`config.mk`:
```
export PLATFORM = sky130hd
export DESIGN_NAME = fetch_stage
export DESIGN_NICKNAME = d
export VERILOG_FILES = /design/src/rtl/fetch_stage.sv
export SDC_FILE = /design/constraint.sdc
export NUM_CORES = 1
export LEC_CHECK = 0
export ABC_CLOCK_PERIOD_IN_PS = 2450
export CAP_MARGIN = 20
export CORE_MARGIN = 2
export CORE_UTILIZATION = 38
export CTS_BUF_LIST = sky130_fd_sc_hd__clkbuf_4
export DETAILED_ROUTE_END_ITERATION = 6
export PLACE_DENSITY_LB_ADDON = 0.3
export SYNTH_ARGS = -nofsm -noshare
export SYNTH_HDL_FRONTEND = slang
export SYNTH_SLANG_ARGS = --single-unit
```
`constraint.sdc`:
```
create_clock -name clk -period 2.45 [get_ports clk]
set_clock_uncertainty 0.2 [all_clocks]
set_input_delay 0.49 -clock clk [delete_from_list [all_inputs] [get_ports clk]]
set_output_delay 0.49 -clock clk [all_outputs]
set_load 0.02 [all_outputs]
```
`src/rtl/fetch_stage.sv`:
```
// IF stage: owns the PC, runs a single-outstanding imem request handshake
// and holds the fetched instruction for decode, honouring stall and redirect.
module fetch_stage #(
    parameter int          XLEN     = 32,
    parameter int          ILEN     = 32,
    parameter logic [31:0] RESET_PC = 32'h0000_1000,
    parameter logic [31:0] NOP      = 32'h0000_0013
) (
    input  logic            clk,
    input  logic            reset,
    input  logic            stall_in,
    input  logic            pc_src_in,
    input  logic [XLEN-1:0] pc_target_in,
    output logic            imem_req_out,
    output logic [XLEN-1:0] imem_addr_out,
    input  logic            imem_ready_in,
    input  logic            imem_valid_in,
    input  logic [ILEN-1:0] imem_data_in,
    output logic [ILEN-1:0] instr_out,
    output logic [XLEN-1:0] pc_out,
    output logic [XLEN-1:0] pc_plus4_out,
    output logic            instr_valid_out
);

    typedef enum logic [1:0] {
        REQ   = 2'd0,
        WAIT  = 2'd1,
        HOLD  = 2'd2,
        DRAIN = 2'd3
    } state_t;

    localparam logic [XLEN-1:0] PC_INIT = XLEN'(RESET_PC);
    localparam logic [ILEN-1:0] BUBBLE  = ILEN'(NOP);
    localparam logic [XLEN-1:0] STEP    = XLEN'(4);

    state_t          st;
    logic [XLEN-1:0] pc_q;
    logic [ILEN-1:0] buf_q;

    always_ff @(posedge clk) begin
        if (!reset) begin
            st    <= REQ;
            pc_q  <= PC_INIT;
            buf_q <= BUBBLE;
        end else if (pc_src_in) begin
            // A response already in flight belongs to the old path: drain it.
            pc_q  <= pc_target_in;
            buf_q <= BUBBLE;
            unique case (st)
                REQ:     st <= imem_ready_in ? DRAIN : REQ;
                WAIT:    st <= imem_valid_in ? REQ : DRAIN;
                HOLD:    st <= REQ;
                DRAIN:   st <= imem_valid_in ? REQ : DRAIN;
                default: st <= REQ;
            endcase
        end else begin
            unique case (st)
                REQ: begin
                    if (imem_ready_in) st <= WAIT;
                end
                WAIT: begin
                    if (imem_valid_in) begin
                        buf_q <= imem_data_in;
                        st    <= HOLD;
                    end
                end
                HOLD: begin
                    if (!stall_in) begin
                        pc_q <= pc_q + STEP;
                        st   <= REQ;
                    end
                end
                DRAIN: begin
                    if (imem_valid_in) st <= REQ;
                end
                default: st <= REQ;
            endcase
        end
    end

    assign imem_req_out    = (st == REQ);
    assign imem_addr_out   = pc_q;
    assign instr_valid_out = (st == HOLD);
    assign instr_out       = (st == HOLD) ? buf_q : BUBBLE;
    assign pc_out          = pc_q;
    assign pc_plus4_out    = pc_q + STEP;

endmodule

```
==> flow_summary.ini <==
[synthesis]
yosys.cell_types.count = 48
synth_top_area_frac = 0.3301
synth_edf_count = 0
postSynthAreaPerCell_um2 = 7.481
synth_top_cell_by_area = dfxtp_1
syn_nets = 606
syn-cell-area_um2 = 4003
synth_seq_area_share = 0.3301
yosys_warnings = 0
netlist_instances = 535
async_reset_ff_frac = 0
yosys_most_used_dff = dfxtp_1
synth_area_leaders = dfxtp_1, nand2_1, buf_4
ys_ff_latch = 66

[placement]
place_hpwl_mm = 10.38
io_buffers = 199
dp.cells = 865
gp_congestion = 0.8783
placed_area_um2 = 6595

[finish]
drive_gt1_frac = 0.3064
final_util = 0.6980
design_area_um2 = 7173
nets = 846
area.sequential_um2 = 1375
instances_no_fill = 916
diodes = 0
area_growth_syn_to_layout_pct = 79.21
multiInputGateArea_um2 = 2580
nFillCells = 821

[pwr]
seq_power_share = 0.414
ir_drop_mv = 0.2637
p_sw_frac = 0.3308
p_clk_frac = 0.272
p_per_area_nw_per_um2 = 389.6
leakage_nw = 3.012
power.switching_uw = 924.4
p_int_mw = 1.870
power_frac_comb = 0.313

[grt]
antenna_found_initial = 0
grt_pass1_vias = 4657
grt.total_usage = 0.2516
grt_max_degree = 49
grt_pass1_wl_mm = 22.95
grt-ovfl-total = 0

[timing]
holdWs_ns = 0.2570
min_period_over_period = 1.178
slew_headroom = 0.6004
fmax_mhz = 346.4
slew_viol_final = 0
worst_slew_pin_slew_ns = 0.5995
setup-violations-final = 24
setup_tns_ns = -6.574
hold_violations = 0
setup_slack_ns = -0.4368
min_period_ns = 2.887
grt_setup_unrepaired = true

[detailed_routing]
via_per_inst = 5.314
wire_per_inst_um = 16.76
drtIter0Drc = 269
ant_nets = 0
firstDrtPassIters = 5
drc_errors = 0
wirelength_mm = 15.35
num_vias = 4868

[critical_path]
cp_max_fo = 3
cp-end-kind = output port
required_ns = 1.76
startpoint_type = flop
arrival_ns = 2.20
critPathKind = reg -> out

[cts]
max-clock-path-buffers = 2
clock_sinks = 66
clock-root-buffer = clkbuf_4
clk_latency_ns = 0.42
hold_buffers = 0
cts_max_level = 3
path_clk_slew_ns = 0.13
cts_tree = done
numCtsBuffers = 9

[die]
core_area_um2 = 10280
dieHeight_um = 106.6
start_util = 0.3895
rows = 37
die_w_um = 106.6
io_pins = 200
dieArea_um2 = 11370

[job]
maxCapViolCount = 0

[run_status]
status = complete, but fails checks
violations = negative setup slack

[hold_path]
worst_hold_path_type = reg -> reg
synth_stat cells (all sizes together) (3+ instances only):
cell type,n
a211oi,9
a21oi,42
a311oi,5
a31oi,5
and2,29
and3,5
and4,3
buf,45
clkbuf,36
dfxtp,66
inv,7
nand2,88
nand2b,5
nand3,15
nand4,12
nor2,24
nor2b,6
nor3,16
nor3b,5
nor4,12
o21ai,26
o31ai,5
or2,4
or3,5
or4,7
xnor2,19
xor2,18
path summary, 6_finish.rpt:
check / endpoint / depth (start not counted) / slack, ns / start
worst min-delay path: buf_q[31]$_SDFFE_PP0P_ / 2 / 0.26 / buf_q[31]$_SDFFE_PP0P_
worst max-delay path: pc_plus4_out[16] / 8 / -0.44 / imem_addr_out[6]$_SDFFE_PN0P_
worst min register to register: buf_q[31]$_SDFFE_PP0P_ / 2 / 0.26 / buf_q[31]$_SDFFE_PP0P_
worst max register to register: imem_addr_out[18]$_SDFFE_PN0P_ / 8 / -0.08 / imem_addr_out[6]$_SDFFE_PN0P_
layer usage:
metal	part of all wire	vias to the layer above	GRT usage	wire length [um]
li1	-	2278	-	-
met1	0.37	2318	0.2851	5655
met2	0.52	227	0.4631	8045
met3	0.078	45	0.05897	1197
met4	0.030	0	0.08163	455
met5	0	-	0	0
flip-flops by register name, indices dropped and copies added, names as in the netlist:
register       count
buf_q             32
st                 2
imem_addr_out     32
placed cells by master (no fill, tap or decap), types with 17 or more instances in the layout:
master / n
clkdlybuf4s50_1: 134
buf_4: 103
nand2_1: 84
dfxtp_1: 43
a21oi_1: 42
and2_1: 29
buf_6: 27
o21ai_0: 26
nor2_1: 18
dlygate4sd2_1: 17
timing repair:
action / 4_1_cts / 5_1_grt
buffers inserted: 28 / 12
pin swaps: 26 / 24
resized for setup: 209 / 54
endpoints found under the setup margin: 61 / 53
hold endpoints to repair: 0 / 0
gates cloned: 1 / 0
final cells by class:
class | count | share of cell area
timing repair buffer | 310 | 0.4008
tap | 136 | 0.02372
clock inverter | 7 | 0.01047
clock buffer | 9 | 0.009419
multi-input combinational | 380 | 0.3597
inverter | 8 | 0.004186
sequential | 66 | 0.1917
power groups by stage:
stage / Sequential [mW] / Clock (mW) / Combinational, mW
2_1_floorplan: 1.24 / 0 / 0.378
3_3_place_gp: 1.18 / 0 / 0.835
3_5_place_dp: 1.18 / 0 / 0.850
4_1_cts: 1.16 / 0.777 / 0.862
5_1_grt: 1.16 / 0.839 / 0.925
6_report: 1.16 / 0.761 / 0.876
worst max-delay path, stage by stage (launching register included):
cell     delay (ns)
dfxtp_4        0.36
nand4_1        0.16
buf_4          0.19
buf_4          0.12
or4_4          0.44
buf_6          0.14
nor2_4         0.07
xor2_1         0.14
buf_4          0.16
per-stage QoR:
| stage | setup slack [ns] | total power [mW] |
|---|---|---|
| final | -0.4368 | 2.795 |
| after floorplan | -0.07067 | 1.621 |
| after CTS | -0.4890 | 2.794 |
| after detailed placement | -0.5701 | 2.032 |
| after global routing | -0.5254 | 2.929 |
| after global placement | -0.4375 | 2.013 |
cell families (layout without fill, tap and decap cells):
kind of cell	after synthesis	count (layout)	synth area share
fa+ha+maj	1	1	0.003125
xor+xnor	37	37	0.08096
mux	2	2	0.005002
simple gates	240	240	0.3117
buf+inv	89	334	0.1200
compound gates	100	100	0.1491
flops	66	66	0.3301
No activity file was read; power rests on OpenSTA's default activity.
